==> src/rtl/pop_pkg.sv <==
// Shared definitions for the POP cycle monitor: FSM states, err bit indices
// and the default measurement counter width.
package pop_pkg;

  localparam int CNT_W_DEFAULT = 20;

  localparam int ERR_W       = 4;
  localparam int ERR_OVERLAP = 0;
  localparam int ERR_MWCNT   = 1;
  localparam int ERR_SAMPLE  = 2;
  localparam int ERR_SAT     = 3;

  typedef enum logic [3:0] {
    ST_IDLE,
    ST_PUMP,
    ST_DARK1,
    ST_MW1,
    ST_FREE,
    ST_MW2,
    ST_DARK2,
    ST_PROBE,
    ST_TAIL
  } pop_state_e;

endpackage

==> src/rtl/pop_edge_sync.sv <==
// Synchroniser for one asynchronous timing line plus registered level and
// rise/fall strobes, all three aligned to the same clk.
module pop_edge_sync #(
  parameter int SYNC_EN = 1
) (
  input  logic clk,
  input  logic reset,
  input  logic raw,
  output logic lvl,
  output logic rise,
  output logic fall
);

  logic sync_p1;

  generate
    if (SYNC_EN != 0) begin : g_two_flop
      logic meta_p0;
      logic meta_p1;
      always_ff @(posedge clk or posedge reset) begin
        if (reset) begin
          meta_p0 <= 1'b0;
          meta_p1 <= 1'b0;
        end else begin
          meta_p0 <= raw;
          meta_p1 <= meta_p0;
        end
      end
      assign sync_p1 = meta_p1;
    end else begin : g_one_flop
      logic meta_p0;
      always_ff @(posedge clk or posedge reset) begin
        if (reset) begin
          meta_p0 <= 1'b0;
        end else begin
          meta_p0 <= raw;
        end
      end
      assign sync_p1 = meta_p0;
    end
  endgenerate

  // Stage p2: lvl is the one-clk-delayed copy used for edge detection, and the
  // strobes are registered with it so level and edge describe the same clk.
  always_ff @(posedge clk or posedge reset) begin
    if (reset) begin
      lvl  <= 1'b0;
      rise <= 1'b0;
      fall <= 1'b0;
    end else begin
      lvl  <= sync_p1;
      rise <= sync_p1 & ~lvl;
      fall <= ~sync_p1 & lvl;
    end
  end

endmodule

==> src/rtl/pop_cycle_monitor.sv <==
// Measures pump/pi2/free/probe widths and pump period of each POP timing
// cycle, with overlap, MW-count, sample-window and saturation error flags.
module pop_cycle_monitor
  import pop_pkg::*;
#(
  parameter int CNT_W   = CNT_W_DEFAULT,
  parameter int SYNC_EN = 1
) (
  input  logic             clk,
  input  logic             reset,
  input  logic             pump,
  input  logic             probe,
  input  logic             MW,
  input  logic             sample,
  output logic [CNT_W-1:0] pump_width,
  output logic [CNT_W-1:0] pi2_width,
  output logic [CNT_W-1:0] free_width,
  output logic [CNT_W-1:0] probe_width,
  output logic [CNT_W-1:0] period,
  output logic             cycle_valid,
  output logic [ERR_W-1:0] err
);

  localparam logic [CNT_W-1:0] CNT_ONE = CNT_W'(1);

  function automatic logic [CNT_W-1:0] sat_inc(input logic [CNT_W-1:0] v);
    return (&v) ? v : v + CNT_ONE;
  endfunction

  logic pump_l, pump_r, pump_f;
  logic probe_l, probe_r, probe_f;
  logic mw_l, mw_r, mw_f;
  logic smp_l, smp_r, smp_f;
  logic unused_smp_edges;

  pop_edge_sync #(.SYNC_EN(SYNC_EN)) u_sync_pump (
    .clk(clk), .reset(reset), .raw(pump),
    .lvl(pump_l), .rise(pump_r), .fall(pump_f)
  );
  pop_edge_sync #(.SYNC_EN(SYNC_EN)) u_sync_probe (
    .clk(clk), .reset(reset), .raw(probe),
    .lvl(probe_l), .rise(probe_r), .fall(probe_f)
  );
  pop_edge_sync #(.SYNC_EN(SYNC_EN)) u_sync_mw (
    .clk(clk), .reset(reset), .raw(MW),
    .lvl(mw_l), .rise(mw_r), .fall(mw_f)
  );
  pop_edge_sync #(.SYNC_EN(SYNC_EN)) u_sync_sample (
    .clk(clk), .reset(reset), .raw(sample),
    .lvl(smp_l), .rise(smp_r), .fall(smp_f)
  );

  // Only the sample level matters; its edges are not part of any measurement.
  assign unused_smp_edges = smp_r ^ smp_f;

  pop_state_e state, state_n;

  logic [CNT_W-1:0] pump_cnt, pi2_cnt, free_cnt, probe_cnt, period_cnt;
  logic [ERR_W-1:0] acc_err, cur_err, rep_err;
  logic cycle_end, truncated;
  logic pump_inc, pi2_ld, pi2_inc, free_ld, free_inc, probe_ld, probe_inc, per_inc;
  logic sat_hit;

  always_ff @(posedge clk or posedge reset) begin
    if (reset) begin
      state <= ST_IDLE;
    end else begin
      state <= state_n;
    end
  end

  always_comb begin
    state_n = state;
    if (pump_r) begin
      state_n = ST_PUMP;
    end else begin
      case (state)
        ST_PUMP:  if (pump_f)  state_n = ST_DARK1;
        ST_DARK1: if (mw_r)    state_n = ST_MW1;
        ST_MW1:   if (mw_f)    state_n = ST_FREE;
        ST_FREE:  if (mw_r)    state_n = ST_MW2;
        ST_MW2:   if (mw_f)    state_n = ST_DARK2;
        ST_DARK2: if (probe_r) state_n = ST_PROBE;
        ST_PROBE: if (probe_f) state_n = ST_TAIL;
        default:               state_n = state;
      endcase
    end
  end

  // Each counter loads 1 on the clk that opens its interval so that an
  // interval of N synchronised clks ends at exactly N.
  always_comb begin
    cycle_end = pump_r && (state != ST_IDLE);
    truncated = state inside {ST_PUMP, ST_DARK1, ST_MW1, ST_FREE, ST_MW2};
    pump_inc  = !pump_r && (state == ST_PUMP) && pump_l;
    pi2_ld    = !pump_r && (state == ST_DARK1) && mw_r;
    pi2_inc   = !pump_r && (state == ST_MW1) && mw_l;
    free_ld   = !pump_r && (state == ST_MW1) && mw_f;
    free_inc  = !pump_r && (state == ST_FREE) && !mw_l;
    probe_ld  = !pump_r && (state == ST_DARK2) && probe_r;
    probe_inc = !pump_r && (state == ST_PROBE) && probe_l;
    per_inc   = !pump_r && (state != ST_IDLE);
    sat_hit   = (pump_inc  && (&pump_cnt))  ||
                (pi2_inc   && (&pi2_cnt))   ||
                (free_inc  && (&free_cnt))  ||
                (probe_inc && (&probe_cnt)) ||
                (per_inc   && (&period_cnt));
  end

  always_comb begin
    cur_err              = '0;
    cur_err[ERR_OVERLAP] = (pump_l & probe_l) | (pump_l & mw_l) | (probe_l & mw_l);
    cur_err[ERR_MWCNT]   = !pump_r && mw_r && (state inside {ST_DARK2, ST_PROBE, ST_TAIL});
    cur_err[ERR_SAMPLE]  = smp_l & ~probe_l;
    cur_err[ERR_SAT]     = sat_hit;
    rep_err              = acc_err;
    rep_err[ERR_MWCNT]   = acc_err[ERR_MWCNT] | truncated;
  end

  always_ff @(posedge clk or posedge reset) begin
    if (reset) begin
      pump_cnt   <= '0;
      pi2_cnt    <= '0;
      free_cnt   <= '0;
      probe_cnt  <= '0;
      period_cnt <= '0;
    end else if (pump_r) begin
      pump_cnt   <= CNT_ONE;
      pi2_cnt    <= '0;
      free_cnt   <= '0;
      probe_cnt  <= '0;
      period_cnt <= CNT_ONE;
    end else begin
      if (pump_inc) pump_cnt <= sat_inc(pump_cnt);
      if (pi2_ld) pi2_cnt <= CNT_ONE;
      else if (pi2_inc) pi2_cnt <= sat_inc(pi2_cnt);
      if (free_ld) free_cnt <= CNT_ONE;
      else if (free_inc) free_cnt <= sat_inc(free_cnt);
      if (probe_ld) probe_cnt <= CNT_ONE;
      else if (probe_inc) probe_cnt <= sat_inc(probe_cnt);
      if (per_inc) period_cnt <= sat_inc(period_cnt);
    end
  end

  // Conditions seen on the pump-rise clk already belong to the new cycle.
  always_ff @(posedge clk or posedge reset) begin
    if (reset) begin
      acc_err <= '0;
    end else if (pump_r) begin
      acc_err <= cur_err;
    end else begin
      acc_err <= acc_err | cur_err;
    end
  end

  always_ff @(posedge clk or posedge reset) begin
    if (reset) begin
      pump_width  <= '0;
      pi2_width   <= '0;
      free_width  <= '0;
      probe_width <= '0;
      period      <= '0;
      err         <= '0;
      cycle_valid <= 1'b0;
    end else begin
      cycle_valid <= cycle_end;
      if (cycle_end) begin
        pump_width  <= pump_cnt;
        pi2_width   <= pi2_cnt;
        free_width  <= free_cnt;
        probe_width <= probe_cnt;
        period      <= period_cnt;
        err         <= rep_err;
      end
    end
  end

endmodule

==> config.mk <==
export PLATFORM = sky130hd
export DESIGN_NAME = pop_cycle_monitor
export DESIGN_NICKNAME = d
export VERILOG_FILES = /design/src/rtl/pop_pkg.sv /design/src/rtl/pop_edge_sync.sv /design/src/rtl/pop_cycle_monitor.sv
export SDC_FILE = /design/constraint.sdc
export NUM_CORES = 1
export LEC_CHECK = 0
export ABC_AREA = 1
export CAP_MARGIN = 5
export CORE_ASPECT_RATIO = 0.6
export CORE_MARGIN = 2
export CORE_UTILIZATION = 55
export DETAILED_ROUTE_END_ITERATION = 10
export PLACE_DENSITY = 0.77
export SLEW_MARGIN = 30
export SYNTH_ARGS = -nofsm -noshare
export SYNTH_HDL_FRONTEND = slang
export SYNTH_SLANG_ARGS = --single-unit
==> constraint.sdc <==
create_clock -name clk -period 24 [get_ports clk]
set_input_delay 6 -clock clk [delete_from_list [all_inputs] [get_ports clk]]
set_output_delay 6 -clock clk [all_outputs]
set_load 0.02 [all_outputs]
## Word-level counts from Yosys, hierarchy flattened

Cells that the tools add are included.

- Register bits after elaboration: 231
- Logic and storage cells: 153

- $add $sub $neg: 5
- Reductions and logical operators: 48
- Bitwise logic cells: 20
- Equality and inequality tests: 20
- Muxes and demuxes: 28

Operators by type and width:

| operator | count |
|---|---|
| 20-bit 2-to-1 mux | 18 |
| 20-bit by 1-bit adder with 20-bit output (second input constant) | 5 |
| 20-bit AND reduction | 5 |
| 4-bit 2-to-1 mux | 9 |
| 4-bit one-hot mux with 7 select lines | 1 |
| 1-bit logical AND | 22 |
| 3-bit by 1-bit != test with 1-bit output (second input constant) | 7 |
| 4-bit by 3-bit == test with 1-bit output (second input constant) | 4 |
| 3-bit nonzero test | 4 |
| 1-bit AND | 10 |
| 2-bit AND reduction | 5 |
| 3-bit by 2-bit != test with 1-bit output (second input constant) | 3 |
| 4-bit by 2-bit == test with 1-bit output (second input constant) | 2 |
| 8-bit AND reduction | 1 |
| 8-bit nonzero test | 1 |
| 1-bit inverter | 6 |
| 5-bit nonzero test | 1 |
| 4-bit by 1-bit == test with 1-bit output (second input constant) | 1 |
| 4-bit == test (second input constant) | 1 |
| 1-bit logical OR | 4 |
| 2-bit by 1-bit != test with 1-bit output (second input constant) | 2 |
| 4-bit bitwise OR | 1 |
| 2-bit nonzero test | 2 |
| 4-bit nonzero test | 1 |
| other kinds (2) | 5 |

## Longest topological paths before layout

Gate-level depths: netlist of the first run.

- Depth after elaboration: 10
- Depth in mapped cells: 12
- Gate-level depth less buffers: 12

## Hierarchy

From an unflattened synthesis of the first run, not the netlist that was laid out.

- Cells, all modules: 1464
- Area, all modules: 11549.8 sq um

By module, submodules not included:

| module | area each (sq um) | times used | cells an instance |
|---|---|---|---|
| pop_cycle_monitor | 10974.3 | 1 | 1424 |
| pop_edge_sync | 143.9 | 4 | 10 |

## Worst setup path after synthesis of the first run

No wires, ideal clock.

- Path kind: register to output
- Start point: register err[1]
- End point: output port err[1]
- Path slack: 17.575 ns
- Data required time: 18.000 ns
- Arrival time: 0.425 ns
- Stages on the path, launching flop included: 1
- Cells stage by stage: dfrtp_1

RTL lines:

| what | RTL line | RTL |
|---|---|---|
| start: declaration | pop_cycle_monitor.sv:21 | `output logic [ERR_W-1:0] err` |
| start signal: assignment | pop_cycle_monitor.sv:173 | `err <= rep_err;` |

No word-level cell between the ends.

==> PnR_summary.wiki, run 1 <==
{| class="wikitable"
! Metric !! Value
|-
| Outcome || finished clean
|-
| Total track usage || 25.62%
|-
| Initial antenna violation count || 0
|-
| Total CTS buffers || 22
|-
| Data required time at the worst endpoint || 24.53 ns
|-
| RSZ-0062 raised after global routing || false
|-
| Worst slack, placed || 15.18 ns
|-
| Starting utilization of the core area || 55.78%
|-
| ANT nets after route || 0
|-
| Number of unique standard cell types used by synthesis || 47
|-
| Net count after synthesis || 1473
|-
| Routability congestion estimate || 0.9156
|-
| Type of element launching the critical path || primary input
|-
| Library cell contributing the largest single delay on the critical path || sky130_fd_sc_hd__buf_4
|-
| Mapped Area || 11650 um2
|-
| R2r startpoint || u_sync_pump.rise$_DFF_PP0_
|-
| Clock transition at the register clock pins on the worst setup and hold paths after CTS || 0.06 ns
|-
| Leakage Power || 6.063 nW
|-
| Endpoint type of the worst setup path || asynchronous set/reset pin
|-
| Highest attainable clock frequency || 0.1228 GHz
|-
| Post-synthesis sequential element count || 231
|-
| Worst ir drop on vdd || 0.05683 mV
|-
| Dominant cells by area after synthesis || sky130_fd_sc_hd__dfrtp_1, sky130_fd_sc_hd__nand2_1, sky130_fd_sc_hd__o21ai_0, sky130_fd_sc_hd__nor2_1, sky130_fd_sc_hd__nand3_1
|-
| Synthesized-area fraction occupied by and/or/nand/nor cells || 31.64%
|-
| Cell count of the worst hold path || 0
|-
| List of most frequent post-synthesis cells || sky130_fd_sc_hd__nand2_1, sky130_fd_sc_hd__dfrtp_1, sky130_fd_sc_hd__nor2_1
|-
| Die Width || 191.9 um
|-
| Number of buffers on the longest clock path || 3
|-
| # port buffers || 110
|-
| Share of the clock period used by the worst path || 33.92%
|-
| Reported max-cap violation count || 0
|-
| Final nets || 1571
|-
| Type of the worst setup path || in2async
|-
| Largest family of logic cells by synthesized area || simple AND/OR/NAND/NOR gates
|-
| CTS tree || done
|-
| Die span in y || 116.7 um
|-
| Root Driver || sky130_fd_sc_hd__clkbuf_16
|-
| Largest incremental delay on the critical path || 0.78 ns
|-
| Synthesized-area fraction occupied by ao, oa, aoi and oai cells || 8.982%
|-
| Instance count of the mapped netlist || 1462
|-
| Share of synthesized flip-flops with an asynchronous set or reset || 100.0%
|-
| WP buf/inv || 4
|-
| Detailed-route wire length per cell || 14.86 um
|-
| Number of H-tree levels || 1
|-
| Total number of placement rows || 41
|-
| Number of DRC markers after the initial detailed-route iteration || 917
|-
| # clock sinks || 231
|-
| Number of top-level pins || 111
|-
| CP Data Arrival Time || 8.67 ns
|-
| Largest net degree at the start of global routing || 108
|-
| Total placed cells including tap cells || 1815
|-
| Final hold vios || 0
|-
| Number of antenna repair diodes || 0
|-
| Skew final || 0.01036 ns
|-
| Aggregate negative setup slack || 0 ns
|-
| FF-to-FF setup slack || 21.33 ns
|-
| Terminus of the critical flop-to-flop path || probe_width[16]$_DFFE_PP0P_
|-
| Biggest area consumer among synthesized cells || sky130_fd_sc_hd__dfrtp_1
|-
| Syn. warnings || 0
|-
| Main flop type after synthesis || sky130_fd_sc_hd__dfrtp_1
|-
| Most frequent cell after synthesis || sky130_fd_sc_hd__nand2_1
|-
| Fillers || 1760
|-
| Endpoint of the worst hold-timing path || u_sync_pump.g_two_flop.meta_p1$_DFF_PP0_
|-
| Final cell count without fillers || 1855
|-
| Average via count per standard cell || 5.347
|-
| Final setup fails || 0
|-
| Worst Tran Pin Value || 0.8428 ns
|-
| Parity-gate share of the synthesized area counting xor and xnor cells || 2.632%
|-
| Count of flip-flops with a built-in enable after synthesis || 0
|-
| Core area || 20880 um2
|-
| Vias || 9919
|-
| Arithmetic-cell share of the synthesized area counting full adders, half adders and majority gates || 0.5372%
|-
| Area Growth Syn to Fin || 17.58%
|-
| Top cell by count, worst path || sky130_fd_sc_hd__buf_4
|-
| Remaining design rule violation count || 0
|-
| Share of synthesized area occupied by flip-flops and latches || 49.63%
|-
| Area of the die || 22390 um2
|-
| Quantity of hold-fixing buffers added after cts || 0
|-
| Peak fanout along the critical path || 101
|-
| Worst R2R Path Depth || 6
|-
| Multiplexer share of the synthesized area || 0%
|-
| Synth top area share || 49.63%
|-
| CP delay by family, top || buffers and inverters
|-
| Post-synthesis area per instance || 7.966 um2
|-
| Setup ws final || 15.86 ns
|-
| First-pass GRT wire length || 46070 um
|-
| Area of placed instances || 12910 um2
|-
| Overflow left after global routing || 0
|-
| Hold Slack || 0.3507 ns
|-
| Total length of routed wires || 27570 um
|-
| Final period demand of the worst path || 8.141 ns
|-
| Buffers inserted during post-CTS setup optimization || 0
|-
| Total of cells resized after clock tree synthesis || 0
|-
| Fin. max-slew vios || 0
|-
| Vias in the first global route || 9036
|-
| Pwr dens || 75.12 nW/um2
|-
| Min-Delay Path Class || reg2reg
|-
| Finished layout cell area || 13690 um2
|-
| Slew headroom || 43.81%
|-
| Pre-antenna DRT Iters || 6
|-
| Post-detailed-placement half-perimeter wirelength || 19400 um
|-
| Clock insertion delay at the later pin of the skew report || 0.51 ns
|-
| Min-Delay Startpoint || u_sync_pump.g_two_flop.meta_p0$_DFF_PP0_
|-
| Fraction of final layout cells with drive strength greater than 1 || 8.376%
|-
| Cell chain of the critical path || clkdlybuf4s50_1 -> inv_8 -> buf_4 -> buf_4
|}
[report_power, final]
part	internal (mW)	switching (mW)	leakage, nW	total (mW)
logic	0.0667	0.140	2.53	0.207
clock network	0.223	0.147	0.385	0.370
registers	0.420	0.0321	3.15	0.452
total	0.709	0.319	6.06	1.03
[metal layers]
metal	global-route usage [%]	vias up	wire [um]
li1	-	4889	-
met1	41.34	4652	14180
met2	36.94	348	11220
met3	3.606	30	1801
met4	4.359	0	368
met5	0	-	0
[through the flow]
stage,total power [mW],util [%]
floorplan,0.5995,-
global placement,0.6590,61.84
detailed placement,0.6639,61.84
CTS,1.033,65.57
global route,1.081,65.58
finish,1.029,65.58
[logic make-up after synthesis]
| group | after synthesis |
|---|---|
| adders and majority gates | 5 |
| AOI/OAI and AO/OA | 187 |
| xor gates and xnor gates | 35 |
| DFF | 231 |
| and+or+nand+nor | 826 |
| buffers and inverters | 178 |
[placed cells by master (no fill, tap or decap), types with 23 or more instances in the layout]
master / count
sky130_fd_sc_hd__o21ai_0: 122
sky130_fd_sc_hd__xor2_1: 30
sky130_fd_sc_hd__nor2_1: 147
sky130_fd_sc_hd__nand2_1: 461
sky130_fd_sc_hd__clkbuf_16: 23
sky130_fd_sc_hd__nand3_1: 101
sky130_fd_sc_hd__clkdlybuf4s50_1: 110
sky130_fd_sc_hd__nand4_1: 30
sky130_fd_sc_hd__o21ai_1: 25
sky130_fd_sc_hd__nor3_1: 28
sky130_fd_sc_hd__inv_1: 120
sky130_fd_sc_hd__dfrtp_1: 231
[layout make-up]
cell class / instances / area, um2 / share of cell area, %
clock buffers: 31 / 655.6 / 4.788
clock inverters: 9 / 122.6 / 0.8955
inverters: 137 / 543.0 / 3.966
multi-input cells: 1053 / 5100 / 37.24
flip-flops and latches: 231 / 5781 / 42.21
well taps: 279 / 349.1 / 2.549
repair buffers: 115 / 1142 / 8.343
[how the worst max path moves through the flow]
stage          cells after the start  slack, ns                         to   from
6_report                           4      15.86  probe_cnt[16]$_DFFE_PP0P_  reset
5_1_grt                            4      15.43  probe_cnt[15]$_DFFE_PP0P_  reset
4_1_cts                            4      15.72   probe_cnt[9]$_DFFE_PP0P_  reset
3_5_place_dp                       4      15.18         err[2]$_DFFE_PP0P_  reset
3_3_place_gp                       4      15.19   probe_cnt[1]$_DFFE_PP0P_  reset
2_1_floorplan                      1      11.67       acc_err[0]$_DFF_PP0_  reset
[worst reg2reg max path, cell delays in order, from the launching register on]
cell                       delay [ns]
sky130_fd_sc_hd__dfrtp_1         0.34
sky130_fd_sc_hd__bufinv_8        0.32
sky130_fd_sc_hd__nor2_4          0.68
sky130_fd_sc_hd__inv_4           0.43
sky130_fd_sc_hd__buf_6           0.39
sky130_fd_sc_hd__nand2_1         0.26
sky130_fd_sc_hd__o21ai_0         0.09
[flip-flops by register name, summed over array words and instances (netlist names), 4 cells and up]
name / flops
free_cnt: 20
free_width: 20
period: 20
period_cnt: 20
pi2_cnt: 20
pi2_width: 20
probe_cnt: 20
probe_width: 20
pump_cnt: 20
pump_width: 20
acc_err: 4
err: 4
state: 4
(Power assumes the default switching activity.)
==> run 2: changes to the inputs <==
--- a/config.mk
+++ b/config.mk
@@ -9,9 +9,9 @@
 export CAP_MARGIN = 5
 export CORE_ASPECT_RATIO = 0.6
 export CORE_MARGIN = 2
-export CORE_UTILIZATION = 55
+export CORE_UTILIZATION = 52
 export DETAILED_ROUTE_END_ITERATION = 10
-export PLACE_DENSITY = 0.77
+export PLACE_DENSITY = 0.76
 export SLEW_MARGIN = 30
 export SYNTH_ARGS = -nofsm -noshare
 export SYNTH_HDL_FRONTEND = slang
==> constraint.sdc (replaced) <==
create_clock -name clk -period 7.4 [get_ports clk]
set_input_delay 1.85 -clock clk [delete_from_list [all_inputs] [get_ports clk]]
set_output_delay 1.85 -clock clk [all_outputs]
set_load 0.02 [all_outputs]
==> run 2 against run 1 <==
Register-to-register slack got worse by 17 ns. Sequential cell count unchanged. Cell area increased by 0.24%. Sequential power increased to 3.2 times the previous value. Cell count increased by 0.43%. Largest cell class unchanged. Sequential share of layout area decreased by 0.10 points. Hold slack got worse by 0.013 ns. Non-clock buffer count increased by 1. Die area increased by 5.6%. Count of clock-buffer cells in the layout unchanged.
==> PnR_summary.wiki, run 2 (synthesis gave the netlist of run 1 again) <==
{| class="wikitable"
! Metric !! Value
|-
| Remaining design rule violation count || 0 (unchanged)
|-
| Initial antenna violation count || 0 (unchanged)
|-
| Total placed cells including tap cells || 1822 (+0.39%)
|-
| Start point of the critical path || pump_width[7]$_DFFE_PP0P_
|-
| # clock sinks || 231 (unchanged)
|-
| Area of the die || 23650 um2 (+5.6%)
|-
| Endpoint type of the worst setup path || output pin
|-
| CP delay by family, top || buffers and inverters
|-
| R2r startpoint || u_sync_pump.rise$_DFF_PP0_
|-
| RSZ-0062 raised after global routing || false
|-
| Net switching fraction of the power || 31.54% (+0.50 points)
|-
| Type of the worst setup path || reg2out
|-
| Worst Tran Pin Value || 0.8346 ns (-0.008224 ns)
|-
| Area Growth Syn to Fin || 17.86%
|-
| Proportion of power drawn by flip-flops and latches || 43.9% (about the same)
|-
| Fin. max-slew vios || 0 (unchanged)
|-
| M1 wire length || 14600 um (+3.0%)
|-
| Wire length on met3 || 1853 um (+2.9%)
|-
| Reported max-cap violation count || 0 (unchanged)
|-
| Pwr dens || 242.9 nW/um2 (+220%)
|-
| Highest routing layer actually used || met4
|-
| CP Data Arrival Time || 1.56 ns (-7.11 ns)
|-
| Clock insertion delay at the later pin of the skew report || 0.51 ns (about the same)
|-
| First-pass GRT wire length || 47080 um (+2.2%)
|-
| Cell count of the worst hold path || 0 (unchanged)
|-
| Vias || 9861 (-0.58%)
|-
| Peak fanout along the critical path || 2 (-98%)
|-
| Number of DRC markers after the initial detailed-route iteration || 814 (-11%)
|-
| Combinational group share of total power || 20.2% (about the same)
|-
| Clock transition at the register clock pins on the worst setup and hold paths after CTS || 0.07 ns (about the same)
|-
| Number of top-level pins || 111 (unchanged)
|-
| Min-Delay Startpoint || u_sync_probe.g_two_flop.meta_p0$_DFF_PP0_
|-
| Total track usage || 24.40% (-1.2 points)
|-
| FF-to-FF setup slack || 4.73 ns (-16.60 ns)
|-
| Final nets || 1573 (+0.13%)
|-
| Metal2 WL || 11240 um (+0.19%)
|-
| Buffers inserted during post-CTS setup optimization || 0 (unchanged)
|-
| Library cell contributing the largest single delay on the critical path || sky130_fd_sc_hd__clkdlybuf4s50_1
|-
| # port buffers || 110 (unchanged)
|-
| Final setup fails || 0 (unchanged)
|-
| Leading cell types in the layout, fill and taps excluded || sky130_fd_sc_hd__nand2_1, sky130_fd_sc_hd__dfrtp_1, sky130_fd_sc_hd__nor2_1
|-
| Part of the power in the clock network || 35.9% (about the same)
|-
| Total number of placement rows || 42 (+2.4%)
|-
| Quantity of hold-fixing buffers added after cts || 0 (unchanged)
|-
| Final cell count without fillers || 1863 (+0.43%)
|-
| Post-detailed-placement half-perimeter wirelength || 19540 um (+0.70%)
|-
| Cell chain of the critical path || clkdlybuf4s50_1
|-
| Number of buffers on the longest clock path || 3 (unchanged)
|-
| Hold Slack || 0.3372 ns (-0.01349 ns)
|-
| Final period demand of the worst path || 3.413 ns
|-
| Outcome || finished clean
|-
| Switching power || 1.051 mW (+230%)
|-
| Number of antenna repair diodes || 0 (unchanged)
|-
| Vias in the first global route || 9016 (-0.22%)
|-
| Pre-antenna DRT Iters || 9 (+3)
|-
| Starting utilization of the core area || 52.89% (-2.9 points)
|-
| Most common cell after layout, fill and taps aside || sky130_fd_sc_hd__nand2_1
|-
| Core area || 22020 um2 (+5.5%)
|-
| Highest attainable clock frequency || 0.2930 GHz
|-
| Overflow left after global routing || 0 (unchanged)
|-
| Data required time at the worst endpoint || 5.55 ns (-18.98 ns)
|-
| Die Width || 197.2 um (+2.8%)
|-
| Skew final || 0.008406 ns (-0.001955 ns)
|-
| CTS tree || done
|-
| Worst slack, placed || 3.647 ns (-11.54 ns)
|-
| Root Driver || sky130_fd_sc_hd__clkbuf_16
|-
| Leakage Power || 6.069 nW (+0.11%)
|-
| Largest incremental delay on the critical path || 0.63 ns (-0.15 ns)
|-
| Terminus of the critical flop-to-flop path || free_width[12]$_DFFE_PP0P_
|-
| Die span in y || 119.9 um (+2.7%)
|-
| Worst ir drop on vdd || 0.2021 mV (+260%)
|-
| Min-Delay Path Class || reg2reg
|-
| Endpoint of the worst hold-timing path || u_sync_probe.g_two_flop.meta_p1$_DFF_PP0_
|-
| Total length of routed wires || 28040 um (+1.7%)
|-
| Largest net degree at the start of global routing || 159 (+47%)
|-
| Worst R2R Path Depth || 6 (unchanged)
|-
| Final cell utilization of the core || 62.34% (-3.2 points)
|-
| ANT nets after route || 0 (unchanged)
|-
| Total of cells resized after clock tree synthesis || 0 (unchanged)
|-
| Average via count per standard cell || 5.293 (-1.0%)
|-
| Fraction of final layout cells with drive strength greater than 1 || 8.497% (+0.12 points)
|-
| Routability congestion estimate || 0.9519 (+4.0%)
|-
| Detailed-route wire length per cell || 15.05 um (+1.3%)
|-
| WP buf/inv || 1 (-3)
|-
| Total CTS buffers || 23 (+4.5%)
|-
| Final hold vios || 0 (unchanged)
|-
| Slew headroom || 44.36% (+0.55 points)
|-
| Aggregate negative setup slack || 0 ns (unchanged)
|-
| Type of element launching the critical path || flip-flop
|-
| Setup ws final || 3.987 ns (-11.87 ns)
|-
| Number of H-tree levels || 1 (unchanged)
|-
| Share of the clock period used by the worst path || 46.12%
|-
| Cell-internal power || 2.282 mW (+220%)
|}
-- run 2: power by group through the flow --
stage	clock network, mW	registers [mW]	logic (mW)
floorplan	0	1.52	0.428
global placement	0	1.48	0.661
detailed placement	0	1.48	0.670
CTS	1.22	1.46	0.674
global route	1.28	1.48	0.751
finish	1.20	1.46	0.672
-- run 2: worst max path at each step --
stage,to,slack [ns],cells past startpoint
2_1_floorplan,acc_err[0]$_DFF_PP0_,2.53,1
3_3_place_gp,pi2_width[11]$_DFFE_PP0P_,3.67,3
3_5_place_dp,pi2_cnt[8]$_DFFE_PP0P_,3.65,3
4_1_cts,pump_width[7],3.97,1
5_1_grt,pump_width[7],3.94,1
6_report,pump_width[7],3.99,1
-- run 2: metrics by stage --
step                power (mW)  cell area, um2
finish                   3.333           13730
global route             3.506           13730
CTS                      3.352           13700
detailed placement       2.154           12930
global placement         2.143           12930
floorplan                1.945           11650
-- run 2: per-layer routing --
metal  track usage (%)  up-vias
met1             40.11     4624
li1                  -     4903
met5                 0        -
met4             3.712        0
met2             33.89      309
met3             4.019       25
-- run 2: cell type report --
class	count	area, um2
well taps	286	357.8
flip-flops and latches	231	5781
repair buffers	116	1175
clock buffers	31	665.6
inverters	137	539.3
multi-input cells	1053	5100
clock inverters	9	107.6
fillers	1952	8293
==> run 3: changes to the inputs <==
--- a/config.mk
+++ b/config.mk
@@ -9,9 +9,9 @@
 export CAP_MARGIN = 5
 export CORE_ASPECT_RATIO = 0.6
 export CORE_MARGIN = 2
-export CORE_UTILIZATION = 52
+export CORE_UTILIZATION = 55
 export DETAILED_ROUTE_END_ITERATION = 10
-export PLACE_DENSITY = 0.76
+export PLACE_DENSITY = 0.77
 export SLEW_MARGIN = 30
 export SYNTH_ARGS = -nofsm -noshare
 export SYNTH_HDL_FRONTEND = slang
==> constraint.sdc (replaced) <==
create_clock -name clk -period 3.3 [get_ports clk]
set_input_delay 0.825 -clock clk [delete_from_list [all_inputs] [get_ports clk]]
set_output_delay 0.825 -clock clk [all_outputs]
set_load 0.02 [all_outputs]
==> run 3 against run 2 <==
Cell count shrank 0.32%. Hold slack better by 0.0061 ns. Combinational power rose by 130%. Count of clock-buffer cells in the layout fell by 1. Cell area grew 0.23%. Power is 120% higher. Die area shrank 5.3%. Sequential share of layout area fell by 0.096 points.
==> PnR_summary.wiki, run 3 (synthesis gave the netlist of run 1 again) <==
{| class="wikitable"
! Metric !! Value
|-
| Endpoint type of the worst setup path || flip-flop
|-
| FF-to-FF setup slack || 0.91 ns (-3.82 ns)
|-
| Footprint of the flip-flops and latches || 5781 um2 (unchanged)
|-
| Leading cell types in the layout, fill and taps excluded || sky130_fd_sc_hd__nand2_1, sky130_fd_sc_hd__dfrtp_1, sky130_fd_sc_hd__nor2_1
|-
| Number of H-tree levels || 1 (unchanged)
|-
| Terminus of the critical flop-to-flop path || probe_width[16]$_DFFE_PP0P_
|-
| Die Width || 191.9 um (-2.7%)
|-
| Fillers || 1737 (-11%)
|-
| Multi-input combinational cell area || 5100 um2 (unchanged)
|-
| Most common cell after layout, fill and taps aside || sky130_fd_sc_hd__nand2_1
|-
| Routability congestion estimate || 0.9336 (-1.9%)
|-
| Initial antenna violation count || 0 (unchanged)
|-
| Core area || 20880 um2 (-5.2%)
|-
| Aggregate negative setup slack || 0 ns (unchanged)
|-
| Largest net degree at the start of global routing || 80 (-50%)
|-
| Number of DRC markers after the initial detailed-route iteration || 948 (+16%)
|-
| Pre-antenna DRT Iters || 5 (-4)
|-
| Detailed-route wire length per cell || 15.00 um (-0.34%)
|-
| Die span in y || 116.7 um (-2.7%)
|-
| Fin. max-slew vios || 0 (unchanged)
|-
| Type of the worst setup path || reg2reg
|-
| Reported max-cap violation count || 0 (unchanged)
|-
| Highest attainable clock frequency || 0.4177 GHz
|-
| Pwr dens || 537.9 nW/um2 (+120%)
|-
| Total length of routed wires || 27850 um (-0.66%)
|-
| # port buffers || 110 (unchanged)
|-
| Final cell count without fillers || 1857 (-0.32%)
|-
| R2r startpoint || u_sync_pump.rise$_DFF_PP0_
|-
| Worst Tran Pin Value || 0.6939 ns (-0.1407 ns)
|-
| ANT nets after route || 0 (unchanged)
|-
| Total CTS buffers || 22 (-4.3%)
|-
| Number of buffers on the longest clock path || 3 (unchanged)
|-
| Quantity of hold-fixing buffers added after cts || 0 (unchanged)
|-
| Final setup fails || 0 (unchanged)
|-
| Vias || 9936 (+0.76%)
|-
| CTS tree || done
|-
| Worst ir drop on vdd || 0.5438 mV (+170%)
|-
| Clock transition at the register clock pins on the worst setup and hold paths after CTS || 0.06 ns (about the same)
|-
| Leakage Power || 6.088 nW (+0.31%)
|-
| CP Data Arrival Time || 2.77 ns (+1.21 ns)
|-
| Area of the die || 22390 um2 (-5.3%)
|-
| Total track usage || 25.93% (+1.5 points)
|-
| Final cell utilization of the core || 65.89% (+3.6 points)
|-
| # clock sinks || 231 (unchanged)
|-
| Total number of placement rows || 41 (-2.4%)
|-
| Min-Delay Path Class || reg2reg
|-
| RSZ-0062 raised after global routing || false
|-
| Endpoint of the worst setup timing path || probe_width[16]$_DFFE_PP0P_
|-
| Buffers inserted during post-CTS setup optimization || 0 (unchanged)
|-
| Total placed cells including tap cells || 1823 (+0.055%)
|-
| Area of placed instances || 13030 um2 (+0.78%)
|-
| Skew final || 0.006993 ns (-0.001413 ns)
|-
| Peak fanout along the critical path || 58 (+56)
|-
| Final nets || 1579 (+0.38%)
|-
| Number of antenna repair diodes || 0 (unchanged)
|-
| Vias in the first global route || 9142 (+1.4%)
|-
| Slew headroom || 53.63% (+9.3 points)
|-
| Average via count per standard cell || 5.351 (+1.1%)
|-
| Worst slack, placed || 0.9197 ns (-2.727 ns)
|-
| Root Driver || sky130_fd_sc_hd__clkbuf_16
|-
| Finished layout cell area || 13760 um2 (+0.23%)
|-
| Hold Slack || 0.3433 ns (+0.006123 ns)
|-
| Clock insertion delay at the later pin of the skew report || 0.51 ns (about the same)
|-
| First-pass GRT wire length || 46640 um (-0.92%)
|-
| Final hold vios || 0 (unchanged)
|-
| Starting utilization of the core area || 55.78% (+2.9 points)
|-
| Post-detailed-placement half-perimeter wirelength || 20200 um (+3.4%)
|-
| Start point of the critical path || u_sync_pump.rise$_DFF_PP0_
|-
| Overflow left after global routing || 0 (unchanged)
|-
| Data required time at the worst endpoint || 3.67 ns (-1.88 ns)
|-
| Total of cells resized after clock tree synthesis || 0 (unchanged)
|-
| Share of the clock period used by the worst path || 72.55%
|-
| Outcome || finished clean
|-
| Setup ws final || 0.9059 ns (-3.081 ns)
|-
| Design Power || 7.399 mW (+120%)
|-
| Worst R2R Path Depth || 6 (unchanged)
|-
| Number of top-level pins || 111 (unchanged)
|-
| Fraction of final layout cells with drive strength greater than 1 || 8.428% (-0.069 points)
|-
| Area Growth Syn to Fin || 18.12%
|-
| Final period demand of the worst path || 2.394 ns
|-
| Type of element launching the critical path || flip-flop
|-
| Remaining design rule violation count || 0 (unchanged)
|}
## run 3: cell type report
class	instances	share of cell area, %
Clock buffer	30	4.593
Clock inverter	4	0.6912
Inverter	137	3.920
Multi-Input combinational cell	1053	37.07
Sequential cell	231	42.02
Tap cell	279	2.538
Timing Repair Buffer	123	9.168
## run 3: per-layer routing
layer / global-route usage (%) / share of wire, % / vias up
met5: 0 / 0 / -
met3: 4.477 / 7.9 / 34
met1: 42.11 / 51 / 4655
met4: 4.667 / 1.5 / 0
li1: - / - / 4912
met2: 36.27 / 40 / 335
## run 3: power by group
group,internal (mW),total [mW],leakage (nW),switching (mW)
Combinational,0.505,1.53,2.59,1.02
Sequential,3.05,3.28,3.15,0.228
Clock,1.56,2.59,0.356,1.03
## run 3: worst min path at each step
stage                                                     from                                       end  slack, ns  cells past startpoint
CTS                   u_sync_pump.g_two_flop.meta_p0$_DFF_PP0_  u_sync_pump.g_two_flop.meta_p1$_DFF_PP0_       0.35                      0
finish                u_sync_pump.g_two_flop.meta_p0$_DFF_PP0_  u_sync_pump.g_two_flop.meta_p1$_DFF_PP0_       0.34                      0
global placement    u_sync_sample.g_two_flop.meta_p1$_DFF_PP0_               u_sync_sample.lvl$_DFF_PP0_       0.34                      0
detailed placement    u_sync_pump.g_two_flop.meta_p0$_DFF_PP0_  u_sync_pump.g_two_flop.meta_p1$_DFF_PP0_       0.33                      0
floorplan               u_sync_mw.g_two_flop.meta_p0$_DFF_PP0_    u_sync_mw.g_two_flop.meta_p1$_DFF_PP0_       0.33                      0
global route            u_sync_mw.g_two_flop.meta_p0$_DFF_PP0_    u_sync_mw.g_two_flop.meta_p1$_DFF_PP0_       0.35                      0
## run 3: critical path, cell delays in order, from the launching register on
cell and delay, ns:
sky130_fd_sc_hd__dfrtp_1 0.34, sky130_fd_sc_hd__bufinv_8 0.31, sky130_fd_sc_hd__nor2_4 0.61, sky130_fd_sc_hd__inv_4 0.38, sky130_fd_sc_hd__buf_4 0.37, sky130_fd_sc_hd__nand2_1 0.11, sky130_fd_sc_hd__o21ai_0 0.09
